File: src/rtl/cmd_intf_q_if.sv
// Command and station-ID handshake bundle between the upstream receivers and cmd_intf_q.
// Both valids are levels held by the producer until the matching clear is seen.
interface cmd_intf_q_if;
    logic [7:0] cmd;
    logic       cmd_rdy;
    logic       clr_cmd_rdy;
    logic [7:0] ID;
    logic       ID_vld;
    logic       clr_ID_vld;

    modport master (
        output cmd, cmd_rdy, ID, ID_vld,
        input  clr_cmd_rdy, clr_ID_vld
    );

    modport slave (
        input  cmd, cmd_rdy, ID, ID_vld,
        output clr_cmd_rdy, clr_ID_vld
    );
endinterface

File: src/rtl/cmd_intf_q.sv
// Robot command interface with a FIFO route of destination stations and an obstruction buzzer.
// Define CMD_INTF_BUZZER_EN to build the buzzer; otherwise buzz/buzz_n are tied inactive.
module cmd_intf_q #(
    parameter int unsigned ID_W      = 6,
    parameter int unsigned DEPTH     = 4,
    parameter int unsigned BUZZ_HALF = 6250
) (
    input  logic                   clk,
    input  logic                   rst_n,
    cmd_intf_q_if.slave            bus,
    input  logic                   OK2Move,
    output logic                   go,
    output logic                   in_transit,
    output logic                   arrived,
    output logic                   cmd_err,
    output logic [$clog2(DEPTH):0] route_cnt,
    output logic                   buzz,
    output logic                   buzz_n
);

    localparam int unsigned PtrW = $clog2(DEPTH);
    localparam int unsigned CntW = PtrW + 1;

    if (ID_W < 1 || ID_W > 6 || DEPTH < 2 || DEPTH > 16 || (DEPTH & (DEPTH - 1)) != 0 ||
        BUZZ_HALF < 2) begin : gen_bad_params
        $error("cmd_intf_q: illegal parameter value");
    end

    typedef enum logic [0:0] {StIdle, StMove} state_e;

    state_e          state_q;
    logic [PtrW-1:0] rd_ptr_q;
    logic [PtrW-1:0] wr_ptr_q;
    logic [ID_W-1:0] fifo_q [DEPTH];

    logic [1:0]      opcode;
    logic            cmd_stop;
    logic            cmd_go;
    logic            cmd_queue;
    logic [ID_W-1:0] dest;
    logic [ID_W-1:0] head;
    logic            full;
    logic            id_eval;
    logic            pop;
    logic            push;

    assign opcode    = bus.cmd[7:6];
    assign cmd_stop  = bus.cmd_rdy & (opcode == 2'b00);
    assign cmd_go    = bus.cmd_rdy & (opcode == 2'b01);
    assign cmd_queue = bus.cmd_rdy & (opcode == 2'b10);
    assign dest      = bus.cmd[ID_W-1:0];
    assign head      = fifo_q[rd_ptr_q];
    assign full      = (route_cnt == CntW'(DEPTH));

    // STOP/GO win over a pending station ID; the ID is left for the next cycle.
    assign id_eval = bus.ID_vld & ~(cmd_stop | cmd_go);
    assign pop     = id_eval & (state_q == StMove) & (bus.ID[ID_W-1:0] == head);
    assign push    = cmd_queue & (~full | pop);

    assign bus.clr_cmd_rdy = bus.cmd_rdy;
    assign bus.clr_ID_vld  = id_eval;
    assign arrived         = pop;
    assign cmd_err         = cmd_queue & full & ~pop;
    assign go              = in_transit & OK2Move;

    always_ff @(posedge clk or negedge rst_n) begin
        if (!rst_n) begin
            state_q    <= StIdle;
            in_transit <= 1'b0;
            route_cnt  <= '0;
            rd_ptr_q   <= '0;
            wr_ptr_q   <= '0;
            for (int i = 0; i < int'(DEPTH); i++) begin
                fifo_q[i] <= '0;
            end
        end else if (cmd_stop) begin
            state_q    <= StIdle;
            in_transit <= 1'b0;
            route_cnt  <= '0;
            rd_ptr_q   <= '0;
            wr_ptr_q   <= '0;
        end else if (cmd_go) begin
            fifo_q[0]  <= dest;
            rd_ptr_q   <= '0;
            wr_ptr_q   <= PtrW'(1);
            route_cnt  <= CntW'(1);
            state_q    <= StMove;
            in_transit <= 1'b1;
        end else begin
            if (push) begin
                fifo_q[wr_ptr_q] <= dest;
                wr_ptr_q         <= wr_ptr_q + PtrW'(1);
            end
            if (pop) begin
                rd_ptr_q <= rd_ptr_q + PtrW'(1);
            end
            if (push && !pop) begin
                route_cnt <= route_cnt + CntW'(1);
            end else if (pop && !push) begin
                route_cnt <= route_cnt - CntW'(1);
            end
            if (push) begin
                state_q    <= StMove;
                in_transit <= 1'b1;
            end else if (pop && route_cnt == CntW'(1)) begin
                state_q    <= StIdle;
                in_transit <= 1'b0;
            end
        end
    end

`ifdef CMD_INTF_BUZZER_EN
    localparam int unsigned BuzzW = $clog2(BUZZ_HALF);

    logic [BuzzW-1:0] buzz_cnt_q;
    logic             buzz_en;

    assign buzz_en = in_transit & ~OK2Move;

    always_ff @(posedge clk or negedge rst_n) begin
        if (!rst_n) begin
            buzz_cnt_q <= '0;
            buzz       <= 1'b0;
            buzz_n     <= 1'b1;
        end else if (!buzz_en) begin
            buzz_cnt_q <= '0;
            buzz       <= 1'b0;
            buzz_n     <= 1'b1;
        end else if (buzz_cnt_q == BuzzW'(BUZZ_HALF - 1)) begin
            buzz_cnt_q <= '0;
            buzz       <= ~buzz;
            buzz_n     <= ~buzz_n;
        end else begin
            buzz_cnt_q <= buzz_cnt_q + BuzzW'(1);
        end
    end
`else
    assign buzz   = 1'b0;
    assign buzz_n = 1'b1;
`endif

    // Upper cmd/ID bits beyond ID_W carry no meaning here.
    logic unused_bits;
    assign unused_bits = ^{bus.cmd, bus.ID};

`ifndef SYNTHESIS
    a_cnt_bound: assert property (@(posedge clk) disable iff (!rst_n)
        route_cnt <= CntW'(DEPTH));
    a_transit_cnt: assert property (@(posedge clk) disable iff (!rst_n)
        in_transit == (route_cnt != '0));
    a_buzz_compl: assert property (@(posedge clk) disable iff (!rst_n)
        buzz_n == ~buzz);
`endif

endmodule

File: src/flat_wrapper.sv
// flat-port wrapper written by rule: the top's interface ports become plain ports
module cmd_intf_q_flat 
#(
    parameter int unsigned ID_W      = 6,
    parameter int unsigned DEPTH     = 4,
    parameter int unsigned BUZZ_HALF = 6250
)
  (clk, rst_n, OK2Move, go, in_transit, arrived, cmd_err, route_cnt, buzz, buzz_n, bus_cmd, bus_cmd_rdy, bus_ID, bus_ID_vld, bus_clr_cmd_rdy, bus_clr_ID_vld);
  cmd_intf_q_if bus_i ();
  input  logic clk;
  input  logic rst_n;
  input  logic OK2Move;
  output logic go;
  output logic in_transit;
  output logic arrived;
  output logic cmd_err;
  output logic [$clog2(DEPTH):0] route_cnt;
  output logic buzz;
  output logic buzz_n;
  input wire logic [$bits(bus_i.cmd)-1:0] bus_cmd;
  input wire logic [$bits(bus_i.cmd_rdy)-1:0] bus_cmd_rdy;
  input wire logic [$bits(bus_i.ID)-1:0] bus_ID;
  input wire logic [$bits(bus_i.ID_vld)-1:0] bus_ID_vld;
  output wire logic [$bits(bus_i.clr_cmd_rdy)-1:0] bus_clr_cmd_rdy;
  output wire logic [$bits(bus_i.clr_ID_vld)-1:0] bus_clr_ID_vld;
  assign bus_i.cmd = bus_cmd;
  assign bus_i.cmd_rdy = bus_cmd_rdy;
  assign bus_i.ID = bus_ID;
  assign bus_i.ID_vld = bus_ID_vld;
  assign bus_clr_cmd_rdy = bus_i.clr_cmd_rdy;
  assign bus_clr_ID_vld = bus_i.clr_ID_vld;
  cmd_intf_q #(.ID_W(ID_W), .DEPTH(DEPTH), .BUZZ_HALF(BUZZ_HALF)) u_core (.clk(clk), .rst_n(rst_n), .bus(bus_i), .OK2Move(OK2Move), .go(go), .in_transit(in_transit), .arrived(arrived), .cmd_err(cmd_err), .route_cnt(route_cnt), .buzz(buzz), .buzz_n(buzz_n));
endmodule
File: config.mk
export PLATFORM = sky130hd
export DESIGN_NAME = cmd_intf_q_flat
export DESIGN_NICKNAME = d
export VERILOG_FILES = /design/src/rtl/cmd_intf_q_if.sv /design/src/rtl/cmd_intf_q.sv /design/src/flat_wrapper.sv
export SDC_FILE = /design/constraint.sdc
export NUM_CORES = 1
export LEC_CHECK = 0
export CAP_MARGIN = 20
export CORE_UTILIZATION = 25
export DETAILED_ROUTE_END_ITERATION = 10
export DONT_BUFFER_PORTS = 1
export GPL_ROUTABILITY_DRIVEN = 0
export MAX_ROUTING_LAYER = met4
export PLACE_DENSITY_LB_ADDON = 0.12
export SLEW_MARGIN = 0
export SYNTH_ARGS = -nofsm -noshare
export SYNTH_HDL_FRONTEND = slang
export SYNTH_SLANG_ARGS = --single-unit
File: constraint.sdc
create_clock -name clk -period 4.7 [get_ports clk]
set_clock_uncertainty 0.15 [all_clocks]
set_input_delay 0.47 -clock clk [delete_from_list [all_inputs] [get_ports clk]]
set_output_delay 0.47 -clock clk [all_outputs]
set_load 0.01 [all_outputs]
# Word-level counts from Yosys, hierarchy flattened
# Index checks and enable logic that the tools add are counted.
# word_totals
ff_bits	32
in_bits	21
# op_classes
n_addsub	4
n_lt_le_gt_ge	3
n_eq_ne	5
mux	22
bitwise	19
reduce_logical	14
# op_table
cell	n
24-bit bitwise mux	1
24-bit 2-to-1 mux	1
6-bit 2-to-1 mux	4
6-bit binary-select mux with 2-bit select	1
6-bit demux with 2-bit select	1
2-bit 2-to-1 mux	6
3-bit 2-to-1 mux	4
1-bit bitwise AND	10
4-bit nonzero test	2
6-bit equality test	1
3-bit greater-or-equal comparator, second input constant	2
2-bit inverter with 3-bit output	2
3-bit nonzero test	2
1-bit inverter	5
2-bit by 1-bit adder with 2-bit output, second input constant	2
1-bit logical AND	4
1-bit 2-to-1 mux	4
3-bit by 1-bit adder with 3-bit output, second input constant	1
3-bit by 1-bit equality test with 1-bit output, second input constant	1
3-bit equality test, second input constant	1
3-bit by 1-bit less-than comparator with 1-bit output, second input constant	1
3-bit AND reduction	1
3-bit by 1-bit subtractor with 3-bit output, second input constant	1
2-bit by 1-bit equality test with 1-bit output, second input constant	1
other kinds (6)	8

# Longest topological paths before layout
# Gate-level depths: netlist (run 1).
# logic_depth
ltp_word	15
ltp_mapped	12
mapped_depth_nobuf	11

# Worst setup path before layout (run 1)
# OpenSTA, ideal clock, no wires.
# synth_timing
path_kind	register to register
start	register u_core.rd_ptr_q[0]
end	register u_core.route_cnt[2]
setup_ps	77
t_arrival_ps	2597
path_slack_ps	1875
stages_incl_launch_ff	10
n_path_buf	1
period_less_slack_ps	2825
cell_sequence	dfrtp_1 -> buf_6 -> mux4_2 -> xnor2_1 -> and4_4 -> a21oi_4 -> nor2_2 -> ha_1 -> or3_1 -> a21oi_1
# synth_between
elab_chain_cells	12
elab_cells_between_ends	16
classes_between	eq/ne: 1; mux: 6; bitwise: 4; reduce/logical: 5
# synth_rtl
element	line	source
start, declared	cmd_intf_q.sv:32	logic [PtrW-1:0] rd_ptr_q;
start signal, assigned	cmd_intf_q.sv:95	rd_ptr_q <= rd_ptr_q + PtrW'(1);
2-bit inverter with 3-bit output (not written as such) (*)	cmd_intf_q.sv:52	assign head = fifo_q[rd_ptr_q];
6-bit binary-select mux with 2-bit select (*)	cmd_intf_q.sv:52	
6-bit 2-to-1 mux (not written as such) (*) (2 in a row)	cmd_intf_q.sv:52	
6-bit equality test (*)	cmd_intf_q.sv:57	assign pop = id_eval & (state_q == StMove) & (bus.ID[ID_W-1:0] == head);
1-bit bitwise AND (*)	cmd_intf_q.sv:57	
1-bit OR	cmd_intf_q.sv:58	assign push = cmd_queue & (~full | pop);
1-bit bitwise AND	cmd_intf_q.sv:58	
1-bit logical AND	cmd_intf_q.sv:97	if (push && !pop) begin
3-bit 2-to-1 mux	cmd_intf_q.sv:97	
3-bit 2-to-1 mux	cmd_intf_q.sv:82	end else if (cmd_go) begin
3-bit 2-to-1 mux	cmd_intf_q.sv:76	end else if (cmd_stop) begin
end signal, assigned	cmd_intf_q.sv:86	route_cnt <= CntW'(1);
end signal, assigned	cmd_intf_q.sv:98	route_cnt <= route_cnt + CntW'(1);
end signal, assigned	cmd_intf_q.sv:100	route_cnt <= route_cnt - CntW'(1);
end, declared	cmd_intf_q.sv:16	output logic [$clog2(DEPTH):0] route_cnt,
# Mark *: on every way between the ends. The rest lies on a longest branch, timed or not. The select of a mux whose other input is x is not followed.
# A chain may end at the register's enable or synchronous reset.

# Worst setup path in the final report (run 1)
# layout_timing
start	register u_core.rd_ptr_q[1]
end	register u_core.route_cnt[2]
# The elaborated chain is that of the path after synthesis.

==> impl_metrics.env, run 1 <==
export IMPL_p_sw_frac=0.2902
export IMPL_io_pins=32
export IMPL_grt_setup_unrepaired="false"
export IMPL_core_area_mm2=0.007408
export IMPL_cts_sinks=32
export IMPL_finalCriticalPeriod_ns=3.186
export IMPL_tritoncts="built"
export IMPL_ys_types=35
export IMPL_synthesis_area_mm2=0.001963
export IMPL_wl_um=4106
export IMPL_power_density_mw_per_mm2=466.7
export IMPL_drt_wirelength_per_cell_um=16.29
export IMPL_cts_made_buffers=5
export IMPL_drv_cap=0
export IMPL_die_height_um=90.62
export IMPL_nFillCells=742
export IMPL_die_x_um=90.62
export IMPL_status="completed"
export IMPL_clock_path_buffers=2
export IMPL_switching_power_uw=295.7
export IMPL_synth_top_cell_by_area="dfrtp_1"
export IMPL_crit_fanout=11
export IMPL_dp_worst_setup_slack_ns=1.475
export IMPL_yosys_warnings=0
export IMPL_critPathLaunchType="flop"
export IMPL_ys_top_cells_by_area="dfrtp_1 41%, mux2_4 18%, ha_1 5.7%"
export IMPL_synthFlopType="dfrtp_1"
export IMPL_hold_violations=0
export IMPL_nets=182
export IMPL_first_pass_iters=6
export IMPL_finalSetupViolCount=0
export IMPL_clockRootBuffer="clkbuf_8"
export IMPL_grt_pass1_wl_um=6748
export IMPL_required_ns=4.76
export IMPL_grt_pass1_vias=1247
export IMPL_worst_pin_slew_ns=0.6239
export IMPL_combPwrFrac=0.298
export IMPL_syn_inst=148
export IMPL_post_cts_resized=0
export IMPL_synth_commonest_cells="32 x dfrtp_1, 24 x mux2_4, 11 x xor2_1, 10 x mux2i_1, 9 x ha_1"
export IMPL_relSlewSlack=0.5840
export IMPL_h_tree_depth=2
export IMPL_drt_iter0_markers=15
export IMPL_floorplan_die_area_mm2=0.008211
export IMPL_setup_tns_ns=0
export IMPL_synth_edff_count=0
export IMPL_hold_path_class="in -> reg"
export IMPL_dp_hpwl_um=2952
export IMPL_viasPerCell=4.385
export IMPL_p_leak_nw=0.9382
export IMPL_layout_setup_ws_ns=1.514
export IMPL_clkPwrFrac=0.261
export IMPL_cp_data_arrival_time_ns=3.25
export IMPL_grt_total_usage=0.1127
export IMPL_power_internal_uw=723.2
export IMPL_portBuffers=0
export IMPL_path_clk_slew_ns=0.07
export IMPL_p_seq_frac=0.440
export IMPL_slew_viol_final=0
export IMPL_syn_to_final_growth_pct=11.22
export IMPL_row_count=31
export IMPL_post_synth_top_count_cell="dfrtp_1"
export IMPL_drive_gt1_frac=0.3137
export IMPL_drc=0
export IMPL_start_util=0.2650
export IMPL_vias=1105
export IMPL_endpoint_kind="flop"
export IMPL_fin_crit_sh=0.6778
export IMPL_diodes=0
export IMPL_antenna_left=0
export IMPL_grt_overflow=0
export IMPL_antenna_found_initial=0
export IMPL_async_flop_share=1.000
export IMPL_peakVddDrop_mv=0.1481
export IMPL_ys_seq_area_frac=0.4079
export IMPL_ys_ff_latch=32
export IMPL_avgSynthCellArea_um2=13.26
export IMPL_grt_max_degree=33
export IMPL_syn_nets=178
export IMPL_synth_top_area_share=0.4079
export IMPL_clkLatencyLatePin_ns=0.29
export IMPL_max_freq_ghz=0.3139
export IMPL_crit_type="reg -> reg"
==> cells in the final DEF, fill, tap and decap left out, types with 3 or more instances in the layout <==
cell,netlist,layout
mux2i_1,10,10
nor2_1,6,6
o21ai_0,3,3
dfrtp_1,32,32
xnor2_1,3,3
clkbuf_8,0,5
xor2_1,11,11
ha_1,9,9
mux2_4,24,24
nand2_1,7,7
nor2_8,3,3
inv_1,4,4
==> metrics by stage <==
stage / util / instance area [um2] / cells / hold slack [ns] / power (mW)
global placement: 0.2761 / 2046 / 242 / 0.02563 / 0.7396
CTS: 0.2947 / 2183 / 252 / 0.1642 / 1.033
global route: 0.2947 / 2183 / 252 / 0.1572 / 1.088
floorplan: - / 1963 / 148 / 0.02441 / 0.6953
finish: 0.2947 / 2183 / 252 / 0.1697 / 1.019
detailed placement: 0.2761 / 2046 / 242 / 0.02546 / 0.7519
==> sequential cells by signal, indices dropped and copies added (netlist names) <==
signal and cells:
u_core.rd_ptr_q 2, u_core.in_transit 1, u_core.fifo_q 24, u_core.wr_ptr_q 2, u_core.route_cnt 3
==> area by class of cell <==
type	count	area [um2]	area share
timing repair buffer	2	30.03	0.01375
inverter	7	31.28	0.01433
multi-input combinational	104	1090	0.4991
clock inverter	2	35.03	0.01605
sequential	32	800.8	0.3668
clock buffer	6	72.57	0.03324
tap	99	123.9	0.05673
==> power by group through the flow <==
stage	clock [mW]	combinational, mW	sequential, mW
CTS	0.274	0.310	0.449
global placement	0	0.293	0.446
global route	0.290	0.334	0.464
floorplan	0	0.266	0.429
detailed placement	0	0.298	0.454
finish	0.266	0.304	0.449
==> timing repair <==
item,in CTS,in global routing
setup buffers,0,0
hold buffers,2,0
endpoints found under the hold margin,32,0
==> per-layer routing <==
layer	wire (um)	global-route usage	share of wire	up-vias
met5	0	-	0	-
met4	43	0.03629	0.010	0
met3	256	0.03788	0.062	5
met2	1936	0.1736	0.47	33
met1	1870	0.1386	0.46	551
li1	-	-	-	516
==> critical path, cell delays in order, from the launching register on <==
cell,delay [ns]
dfrtp_1,0.74
mux4_2,0.42
xnor2_1,0.16
and4_4,0.20
a21oi_4,0.44
nor2_2,0.10
ha_1,0.36
or3_1,0.39
a21oi_1,0.14
==> cell families after synthesis <==
kind of cell | synth area share
buf+inv | 0.03697
xor+xnor | 0.06246
compound gates | 0.04461
flops | 0.4079
simple gates | 0.1122
other cells | 0.003826
fa+ha+maj | 0.05736
mux | 0.2747
==> path summary, 6_finish.rpt <==
check,endpoint,slack [ns],from,depth (start not counted)
max in group asynchronous,u_core.fifo_q[3],3.70,rst_n,2
hold / removal,u_core.fifo_q[11],0.17,bus_cmd[5],1
hold reg to reg,u_core.fifo_q[9],0.36,u_core.fifo_q[9],1
setup reg to reg,u_core.route_cnt[2],1.51,u_core.rd_ptr_q[1],8
setup / recovery,u_core.route_cnt[2],1.51,u_core.rd_ptr_q[1],8
min in group asynchronous,u_core.fifo_q[1],0.51,rst_n,2
Note: power is estimated with default switching activity, not from simulation.
==> run 2, diff against run 1 <==
==> constraint.sdc (replaced) <==
create_clock -name clk -period 3.33 [get_ports clk]
set_clock_uncertainty 0.15 [all_clocks]
set_input_delay 0.333 -clock clk [delete_from_list [all_inputs] [get_ports clk]]
set_output_delay 0.333 -clock clk [all_outputs]
set_load 0.01 [all_outputs]
==> impl_metrics.env, run 2 (same netlist as run 1, synthesis figures left out) <==
export IMPL_finalSetupViolCount=0
export IMPL_start_util=0.2650
export IMPL_top_register="u_core.fifo_q"
export IMPL_top_usage_layer="met2"
export IMPL_min_to="u_core.fifo_q[17]"
export IMPL_peakVddDrop_mv=0.1912
export IMPL_path_clk_slew_ns=0.08
export IMPL_clockRootBuffer="clkbuf_8"
export IMPL_r2r_start="u_core.rd_ptr_q[0]"
export IMPL_drt_wirelength_per_cell_um=16.23
export IMPL_required_ns=3.39
export IMPL_portBuffers=0
export IMPL_final_cell_mix="32 x dfrtp_1, 24 x mux2_4, 11 x xor2_1, 10 x mux2i_1, 9 x ha_1"
export IMPL_cp_top_family="simple AND/OR/NAND/NOR gates"
export IMPL_diodes=0
export IMPL_r2r_slack_ns=0.40
export IMPL_cts_made_buffers=5
export IMPL_nets=184
export IMPL_hold_path_depth=1
export IMPL_viasPerCell=4.398
export IMPL_vias=1117
export IMPL_drv_cap=0
export IMPL_cts_setup_buffers=0
export IMPL_dp_hpwl_um=2950
export IMPL_dp_worst_setup_slack_ns=0.4171
export IMPL_grt_pass1_vias=1300
export IMPL_hold_buffers=2
export IMPL_globalRouteMet2Util=0.1711
export IMPL_antenna_found_initial=0
export IMPL_core_area_mm2=0.007408
export IMPL_first_pass_iters=4
export IMPL_clkLatencyLatePin_ns=0.29
export IMPL_drc=0
export IMPL_relSlewSlack=0.6599
export IMPL_grt_setup_unrepaired="false"
export IMPL_cp_cell_sequence="mux4_2, xnor2_1, and4_4, a21oi_4, nor2_2, ha_1, or3_1, a21oi_1"
export IMPL_crit_fanout=5
export IMPL_reg2reg_depth=8
export IMPL_drive_gt1_frac=0.3290
export IMPL_critPathSlowestCell="dfrtp_1"
export IMPL_row_count=31
export IMPL_cp_num_buf_inv=0
export IMPL_endpoint_kind="flop"
export IMPL_p_leak_nw=0.9480
export IMPL_h_tree_depth=2
export IMPL_max_freq_ghz=0.3416
export IMPL_cp_data_arrival_time_ns=2.99
export IMPL_slew_viol_final=0
export IMPL_grt_overflow=0
export IMPL_cts_sinks=32
export IMPL_die_x_um=90.62
export IMPL_syn_to_final_growth_pct=12.17
export IMPL_grt_pass1_wl_um=6886
export IMPL_drt_iter0_markers=45
export IMPL_gr_usage_met1=0.1420
export IMPL_power_density_mw_per_mm2=654.2
export IMPL_worst_pin_slew_ns=0.5083
export IMPL_grt_total_usage=0.1138
export IMPL_setup_tns_ns=0
export IMPL_final_common_cell="dfrtp_1"
export IMPL_clock_path_buffers=2
export IMPL_crit_type="reg -> reg"
export IMPL_hold_path_class="in -> reg"
export IMPL_hold_violations=0
export IMPL_die_height_um=90.62
export IMPL_use_met3=0.04040
export IMPL_holdCritStartpoint="bus_cmd[5]"
export IMPL_grt_max_degree=33
export IMPL_rr_endpoint="u_core.route_cnt[2]"
export IMPL_floorplan_die_area_mm2=0.008211
export IMPL_largest_reg_flops=24
export IMPL_largestRegisters="u_core.fifo_q x24, u_core.route_cnt x3"
export IMPL_critPathLaunchType="flop"
export IMPL_status="completed"
export IMPL_post_cts_resized=0
export IMPL_antenna_left=0
export IMPL_fin_crit_sh=0.8791
export IMPL_layout_setup_ws_ns=0.4027
export IMPL_tritoncts="built"
export IMPL_finalCriticalPeriod_ns=2.927
export IMPL_wl_um=4123
export IMPL_io_pins=32
export IMPL_slowest_delay_ns=0.56
run 2: cell types whose count changed in the layout (fill, tap and decap cells not counted):
cell        previous run  this run
buf_4                  0         2
clkbuf_1               1         0
clkinvlp_4             0         1
run 2: worst max path at each step:
stage	slack, ns	from	cells past startpoint	to
CTS	0.38	u_core.rd_ptr_q[0]	8	u_core.route_cnt[2]
floorplan	0.51	u_core.rd_ptr_q[0]	9	u_core.route_cnt[2]
finish	0.40	u_core.rd_ptr_q[0]	8	u_core.route_cnt[2]
global placement	0.46	u_core.rd_ptr_q[0]	8	u_core.route_cnt[2]
detailed placement	0.42	u_core.rd_ptr_q[0]	8	u_core.route_cnt[2]
global route	0.24	u_core.rd_ptr_q[0]	8	u_core.route_cnt[2]
run 2: metrics by stage:
| stage | hold slack, ns | std cells | utilization | cell area, um2 | power [mW] |
|---|---|---|---|---|---|
| global placement | -0.1114 | 244 | 0.2782 | 2061 | 1.047 |
| CTS | 0.02746 | 254 | 0.2972 | 2202 | 1.469 |
| global route | 0.02010 | 254 | 0.2972 | 2202 | 1.542 |
| detailed placement | -0.1117 | 244 | 0.2782 | 2061 | 1.064 |
| finish | 0.03819 | 254 | 0.2972 | 2202 | 1.441 |
| floorplan | -0.1126 | 148 | - | 1963 | 0.9814 |
run 2: final cells by class:
type	count	area, um2
repair buffers	4	45.04
flip-flops and latches	32	800.8
clock inverters	3	42.54
fillers	757	5206
clock buffers	5	68.82
multi-input cells	104	1090
inverters	7	31.28
well taps	99	123.9
run 2: worst register-to-register path, delay by kind of cell, from the launching register on:
kind	cells	cell delay (ns)
simple gates	3	0.83
mux	1	0.57
flops	1	0.56
fa+ha+maj	1	0.30
xor+xnor	1	0.24
compound gates	2	0.21
run 2: power by group:
group	total, mW	internal (mW)	switching, mW
sequential	0.632	0.533	0.0995
combinational	0.432	0.268	0.164
clock	0.377	0.221	0.155
total	1.44	1.02	0.419
run 2: metal layers:
layer	up-vias	routed length, um
li1	518	-
met1	565	1939
met2	30	1874
met3	4	281
met4	0	28
met5	-	0
